[config.mk]
export PLATFORM = sky130hd
export DESIGN_NAME = btb_update_arbiter
export DESIGN_NICKNAME = d
export VERILOG_FILES = /design/src/rtl/btb_update_arbiter.sv
export SDC_FILE = /design/constraint.sdc
export NUM_CORES = 1
export LEC_CHECK = 0
export CAP_MARGIN = 20
export CORE_ASPECT_RATIO = 1.2
export CORE_MARGIN = 5
export CORE_UTILIZATION = 61
export DETAILED_ROUTE_END_ITERATION = 10
export PLACE_DENSITY_LB_ADDON = 0.25
export SLEW_MARGIN = 25
export SYNTH_ARGS = -nofsm -noshare
export SYNTH_HDL_FRONTEND = slang
export SYNTH_SLANG_ARGS = --single-unit
[constraint.sdc]
create_clock -name clock -period 5.5 [get_ports clock]
set_clock_uncertainty 0.05 [all_clocks]
set_input_delay 1.1 -clock clock [delete_from_list [all_inputs] [get_ports clock]]
set_output_delay 1.1 -clock clock [all_outputs]
set_load 0.02 [all_outputs]
[src/rtl/btb_update_arbiter.sv]
// rtl/btb_update_arbiter.sv - collects up to two committed-branch BTB updates per cycle and drains one per cycle
module btb_update_arbiter #(
  parameter int DEPTH     = 4,
  parameter int PTR_WIDTH = 2
) (
  input  logic                 clock,
  input  logic                 reset,
  input  logic [1:0]           cm_valid,
  input  logic [1:0][31:0]     cm_pc,
  input  logic [1:0][1:0]      cm_type,
  input  logic [1:0][31:0]     cm_npc,
  output logic                 cm_ready,
  input  logic                 btb_wr_block,
  output logic                 btb_commit,
  output logic [31:0]          btb_commit_pc,
  output logic [1:0]           btb_commit_pc_type,
  output logic [31:0]          btb_commit_npc,
  output logic [PTR_WIDTH:0]   occupancy
);

  typedef struct packed {
    logic [31:0] pc;
    logic [1:0]  typ;
    logic [31:0] npc;
  } entry_t;

  localparam logic [PTR_WIDTH:0] READY_MAX = (PTR_WIDTH + 1)'(DEPTH - 2);

  entry_t [DEPTH-1:0]   mem_q, mem_d;
  logic [PTR_WIDTH-1:0] head_q, head_d;
  logic [PTR_WIDTH-1:0] tail_q, tail_d;
  logic [PTR_WIDTH:0]   count_q, count_d;

  logic                 live0, live1, keep0;
  logic [1:0]           n_in;
  logic [PTR_WIDTH-1:0] wr_ptr;
  entry_t               head_entry;

  // Ready depends only on registered count so commit never sees a loop through cm_valid.
  assign cm_ready = (count_q <= READY_MAX);

  assign live0 = cm_valid[0] & (cm_type[0] != 2'b00) & cm_ready;
  assign live1 = cm_valid[1] & (cm_type[1] != 2'b00) & cm_ready;
  assign keep0 = live0 & ~(live1 & (cm_pc[0] == cm_pc[1]));
  assign n_in  = {1'b0, keep0} + {1'b0, live1};

  assign head_entry         = mem_q[head_q];
  assign btb_commit         = (count_q != '0) & ~btb_wr_block;
  assign btb_commit_pc      = (count_q != '0) ? head_entry.pc  : 32'h0;
  assign btb_commit_pc_type = (count_q != '0) ? head_entry.typ : 2'b00;
  assign btb_commit_npc     = (count_q != '0) ? head_entry.npc : 32'h0;
  assign occupancy          = count_q;

  always_comb begin
    mem_d  = mem_q;
    wr_ptr = tail_q;
    if (keep0) begin
      mem_d[wr_ptr] = '{pc: cm_pc[0], typ: cm_type[0], npc: cm_npc[0]};
      wr_ptr        = wr_ptr + 1'b1;
    end
    if (live1) begin
      mem_d[wr_ptr] = '{pc: cm_pc[1], typ: cm_type[1], npc: cm_npc[1]};
    end
    tail_d  = tail_q + PTR_WIDTH'(n_in);
    head_d  = head_q + PTR_WIDTH'(btb_commit);
    count_d = count_q + (PTR_WIDTH + 1)'(n_in) - (PTR_WIDTH + 1)'(btb_commit);
  end

  always_ff @(posedge clock or negedge reset) begin
    if (!reset) begin
      mem_q   <= '0;
      head_q  <= '0;
      tail_q  <= '0;
      count_q <= '0;
    end else begin
      mem_q   <= mem_d;
      head_q  <= head_d;
      tail_q  <= tail_d;
      count_q <= count_d;
    end
  end

endmodule

==> impl_metrics.env, run 1 <==
export IMPL_placed_area_um2=18200
export IMPL_io_buffers=207
export IMPL_finalCriticalPeriod_ps=4480
export IMPL_power_leakage_nw=7.69
export IMPL_cp_arrival_ps=4890
export IMPL_synth_compound_area_share_pct=0.195
export IMPL_rsz0062_at_grt="no"
export IMPL_drt_iter0_drc=500
export IMPL_rows=65
export IMPL_cts_tree="yes"
export IMPL_viasPerCell=5.97
export IMPL_cts_root_buffer="clkbuf_16"
export IMPL_area_growth_pct=19.5
export IMPL_final_util_pct=73.3
export IMPL_instances_no_fill=1645
export IMPL_synthDistinctLibCells=26
export IMPL_hp_class="in2async"
export IMPL_path_clk_slew_ps=60
export IMPL_fin_area_um2=19100
export IMPL_synth_xor_area_share_pct=2.02
export IMPL_setup_viol=0
export IMPL_ctsHoldBuffers=0
export IMPL_numClockSinks=271
export IMPL_die_y_um=187
export IMPL_worst_slew_pin_slew_ps=1040
export IMPL_worst_slew_margin_rel_pct=30.4
export IMPL_hold_viol=0
export IMPL_pwr_share_seq_pct=30.9
export IMPL_cts_made_buffers=29
export IMPL_ant_nets=0
export IMPL_synth_edf_count=0
export IMPL_dieArea_um2=29600
export IMPL_crit_fanout=5
export IMPL_synth_top_area_cell="dfrtp_1"
export IMPL_synth_fa_ha_area_share_pct=0.907
export IMPL_n_antenna_cell=0
export IMPL_ys_seq_area_share_pct=42.4
export IMPL_p_int_w=0.00802
export IMPL_mappedNetlistArea_um2=16000
export IMPL_antenna_found_initial=0
export IMPL_start_util_pct=61.3
export IMPL_avgRoutedWirePerCell_um=23.6
export IMPL_synth_commonest_cells="528 x mux2_2, 271 x dfrtp_1, 67 x nor2b_1, 66 x mux4_2, 36 x buf_6"
export IMPL_crit_required_ps=5900
export IMPL_synth_top_family_by_area="multiplexers"
export IMPL_grt_max_degree=118
export IMPL_synth_top_cells_by_area="dfrtp_1 42%, mux2_2 37%, mux4_2 9.3%"
export IMPL_drc=0
export IMPL_drive_gt1_share_pct=51.8
export IMPL_drv_slew=0
export IMPL_p_switching_w=0.00390
export IMPL_grt_pass1_vias=11100
export IMPL_power_frac_comb_pct=52.8
export IMPL_async_flop_share_pct=100
export IMPL_status="complete, no violations"
export IMPL_yosys_warnings=0
export IMPL_synth_fp_nets=1252
export IMPL_track_usage_pct=26.7
export IMPL_firstDrtPassIters=5
export IMPL_synth_simple_gate_area_share_pct=3.58
export IMPL_swShare_pct=32.7
export IMPL_fin_setup_tns_ps=0
export IMPL_synth_top_area_share_pct=42.4
export IMPL_synth_seq_cells=271
export IMPL_p_per_area_nw_per_um2=624
export IMPL_path_class="in2reg"
export IMPL_ios=208
export IMPL_start_kind="primary input"
export IMPL_fmax_mhz=223
export IMPL_drv_cap=0
export IMPL_synth_cells=1104
export IMPL_final_nets=1437
export IMPL_synthMostInstantiatedCell="mux2_2"
export IMPL_synth_mux_area_share_pct=47.0
export IMPL_total_power_w=0.0119
export IMPL_place_hpwl_um=24300
export IMPL_clk_path_buf_depth=3
export IMPL_clkLatencyLatePin_ps=540
export IMPL_fin_crit_sh_pct=81.5
export IMPL_drt_wl_total_um=38800
export IMPL_grt_pass1_wl_um=62600
export IMPL_cts_resized=0
export IMPL_ir_worst_vdd_mv=0.403
export IMPL_core_area_um2=26100
export IMPL_post_cts_buffers=0
export IMPL_die_x_um=158
export IMPL_cp_end_kind="register"
export IMPL_synth_ff_type="dfrtp_1"
export IMPL_dp_cells=1593
export IMPL_clkPwrFrac_pct=16.3
export IMPL_cts_max_level=1
export IMPL_grt_overflow=0
export IMPL_syn_avg_cell_area_um2=14.5
export IMPL_vias=9822
export IMPL_gp_congestion=0.764
stage by stage:
stage,setup slack [ps],hold slack [ps]
final,1020,571
after global routing,877,594
after CTS,1060,577
after detailed placement,543,556
after global placement,604,552
after floorplan,1670,454
worst paths after layout:
kind                                   start           end  slack (ps)  cells after the start
max in group asynchronous              reset    mem_q[212]        3710                      2
min in group clock                mem_q[204]    mem_q[204]         570                      2
worst max register to register  occupancy[1]  occupancy[2]        1800                     15
worst min-delay path                   reset     mem_q[59]         570                      1
worst min register to register    mem_q[204]    mem_q[204]         570                      2
worst max-delay path               cm_pc[34]  occupancy[2]        1020                     15
routing by layer:
metal / wire length (um) / GRT usage [%] / share of wire, % / vias to the layer above
met5: 0 / 0 / 0 / -
met4: 779 / 5.36 / 2.0 / 0
met3: 1970 / 3.56 / 5.1 / 53
met2: 20300 / 47.0 / 52 / 238
met1: 15800 / 35.6 / 41 / 5066
li1: - / - / - / 4465
registers in the layout, indices dropped and copies added (netlist names):
register	flops
head_q	2
mem_q	264
occupancy	3
tail_q	2
area by class of cell:
type                            count  area, um2
Timing Repair Buffer              232       2310
Clock inverter                     11        133
Tap cell                          335        419
Clock buffer                       41        811
Multi-Input combinational cell    746       8630
Sequential cell                   271       6790
Inverter                            9       33.8
Fill cell                        1763       6980
critical path: stages:
cell and delay, ps:
clkdlybuf4s50_1 590, xor2_1 400, nor4_1 110, nand3_1 130
nor3_2 60, nor2b_1 800, ha_1 390, inv_1 70
ha_1 210, inv_1 60, ha_1 130, inv_1 50
fa_1 420, xor2_1 200, xnor2_1 150
cell families after synthesis:
family | after synthesis
mux | 598
flops | 271
simple gates | 97
buf+inv | 87
xor+xnor | 37
fa+ha+maj | 11
compound gates | 3
power groups by stage:
stage	logic [W]	clock network, W	registers [W]
detailed placement	0.00633	0	0.00373
global placement	0.00612	0	0.00371
global route	0.00677	0.00206	0.00383
finish	0.00630	0.00195	0.00368
floorplan	0.00462	0	0.00340
CTS	0.00636	0.00199	0.00370
layout by cell type (no fill, tap or decap), types with 2 or more instances in the layout:
cell	n
dfrtp_1	269
buf_4	21
xor2_1	32
xnor2_1	5
clkinv_2	7
bufinv_16	3
nand3_1	5
nand2_1	4
nor2b_1	67
nor2_4	4
clkbuf_16	29
nor3_1	4
inv_1	8
nor4_1	7
buf_12	4
clkbuf_8	4
mux2i_4	4
dfrtp_4	2
mux4_2	66
mux2_2	528
nor2_1	2
clkbuf_1	8
nand4_1	2
clkdlybuf4s50_1	206
nor3_2	2
ha_1	10
(Power assumes the default switching activity.)
==> run 2: changes to the inputs <==
--- a/config.mk
+++ b/config.mk
@@ -8,7 +8,7 @@
 export CAP_MARGIN = 20
 export CORE_ASPECT_RATIO = 1.2
 export CORE_MARGIN = 5
-export CORE_UTILIZATION = 61
+export CORE_UTILIZATION = 51
 export DETAILED_ROUTE_END_ITERATION = 10
 export PLACE_DENSITY_LB_ADDON = 0.25
 export SLEW_MARGIN = 25
==> constraint.sdc (replaced) <==
create_clock -name clock -period 4.1 [get_ports clock]
set_clock_uncertainty 0.05 [all_clocks]
set_input_delay 0.82 -clock clock [delete_from_list [all_inputs] [get_ports clock]]
set_output_delay 0.82 -clock clock [all_outputs]
set_load 0.02 [all_outputs]
==> run 2 against run 1 <==
- count of clock-buffer cells in the layout rose by 1
- wire length rose by 3.5%
- utilization fell by 9.8 points
- global-route usage fell by 3.5 points
- die area rose by 18%
- clock power rose by 28%
- hold slack got worse by 320 ps
- largest power group unchanged
- highest routed layer is now met5
==> impl_metrics.env, run 2 (same netlist as run 1, synthesis figures left out) <==
export IMPL_clk_path_buf_depth=3
export IMPL_fin_setup_tns_ps=0
export IMPL_worst_slew_margin_rel_pct=47.3
export IMPL_dieArea_um2=35000
export IMPL_ant_nets=0
export IMPL_place_hpwl_um=25800
export IMPL_rsz0062_at_grt="no"
export IMPL_total_power_w=0.0160
export IMPL_drt_iter0_drc=393
export IMPL_ir_worst_vdd_mv=0.528
export IMPL_die_y_um=204
export IMPL_avgRoutedWirePerCell_um=22.8
export IMPL_post_cts_buffers=0
export IMPL_area_growth_pct=23.6
export IMPL_viasPerCell=5.65
export IMPL_place_ws_ps=-161
export IMPL_cts_resized=0
export IMPL_die_x_um=172
export IMPL_numClockSinks=271
export IMPL_grt_pass1_vias=11200
export IMPL_drt_wl_total_um=40100
export IMPL_crit_fanout=26
export IMPL_cp_arrival_ps=2960
export IMPL_placed_area_um2=18900
export IMPL_start_util_pct=51.3
export IMPL_fin_crit_sh_pct=93.3
export IMPL_largest_reg_flops=264
export IMPL_p_per_area_nw_per_um2=811
export IMPL_grt_overflow=0
export IMPL_track_usage_pct=23.2
export IMPL_grt_max_degree=97
export IMPL_drc=0
export IMPL_power_leakage_nw=8.00
export IMPL_final_common_cell="mux2_2"
export IMPL_io_buffers=207
export IMPL_start_kind="register"
export IMPL_clkLatencyLatePin_ps=530
export IMPL_gp_congestion=0.771
export IMPL_vias=9966
export IMPL_antenna_found_initial=4
export IMPL_worst_slew_pin_slew_ps=790
export IMPL_num_fill_cells=2421
export IMPL_cts_max_level=1
export IMPL_setup_ws_ps=273
export IMPL_core_area_um2=31200
export IMPL_max_flop_register="mem_q"
export IMPL_cts_tree="yes"
export IMPL_hp_class="in2async"
export IMPL_rows=71
export IMPL_ios=208
export IMPL_multi_input_area_um2=8630
export IMPL_grt_pass1_wl_um=63800
export IMPL_final_nets=1491
export IMPL_cp_end_kind="output port"
export IMPL_drv_slew=0
export IMPL_path_clk_slew_ps=60
export IMPL_drv_cap=0
export IMPL_hold_viol=0
export IMPL_finalCriticalPeriod_ps=3830
export IMPL_status="complete, no violations"
export IMPL_cts_made_buffers=29
export IMPL_firstDrtPassIters=4
export IMPL_layout_common_cells="528 x mux2_2, 269 x dfrtp_1, 206 x clkdlybuf4s50_1"
export IMPL_ctsHoldBuffers=0
export IMPL_path_class="reg2out"
export IMPL_regArea_um2=6790
export IMPL_fmax_mhz=261
export IMPL_drive_gt1_share_pct=53.7
export IMPL_crit_required_ps=3230
export IMPL_setup_viol=0
export IMPL_fin_area_um2=19800
export IMPL_cts_root_buffer="clkbuf_16"
[run 2: changes by cell type in the layout (fill, tap and decap cells not counted), sizes merged]
| cell | before | now |
|---|---|---|
| clkinv | 7 | 6 |
| buf | 26 | 80 |
| bufinv | 3 | 1 |
| diode | 0 | 1 |
| clkbuf | 41 | 42 |
| clkinvlp | 1 | 0 |
[run 2: where the power goes]
group	switching (W)	internal [W]	total (W)	leakage (nW)
clock	0.00104	0.00146	0.00250	0.446
sequential	0.000830	0.00407	0.00490	3.24
combinational	0.00336	0.00528	0.00864	4.32
total	0.00523	0.0108	0.0160	8.00
[run 2: worst max-delay path, cell delays in order (launching register included)]
cell	delay, ps
dfrtp_4	840
buf_4	340
mux4_2	530
nor2b_1	160
clkdlybuf4s50_1	550
[run 2: path summary, 6_finish.rpt]
path | start | to | slack (ps) | depth (start not counted)
setup / recovery | head_q[0] | btb_commit_pc[13] | 270 | 4
hold / removal | reset | mem_q[63] | 250 | 1
setup reg to reg | occupancy[0] | occupancy[2] | 1040 | 15
hold reg to reg | occupancy[2] | occupancy[2] | 550 | 1
max in group asynchronous | reset | mem_q[208] | 2850 | 2
min in group clock | occupancy[2] | occupancy[2] | 550 | 1
[run 2: final cells by class]
class	instances	share of cell area [%]
multi-input combinational	746	43.6
tap	401	2.54
clock buffer	42	4.22
inverter	9	0.171
clock inverter	7	0.304
timing repair buffer	286	14.8
antenna	1	0.0126
sequential	271	34.3
[run 2: through the flow]
stage | hold slack (ps) | std cells | util, %
final | 247 | 1763 | 63.5
after floorplan | 454 | 1104 | -
after CTS | 294 | 1762 | 63.4
after detailed placement | 544 | 1713 | 60.6
after global routing | 328 | 1763 | 63.5
after global placement | 512 | 1713 | 60.6
[run 2: layer usage]
layer / share of wire (%) / up-vias / global-route usage (%)
li1: - / 4566 / -
met1: 42 / 5121 / 30.0
met2: 51 / 210 / 40.1
met3: 5.1 / 63 / 4.31
met4: 2.7 / 6 / 6.32
met5: 0.070 / - / 0
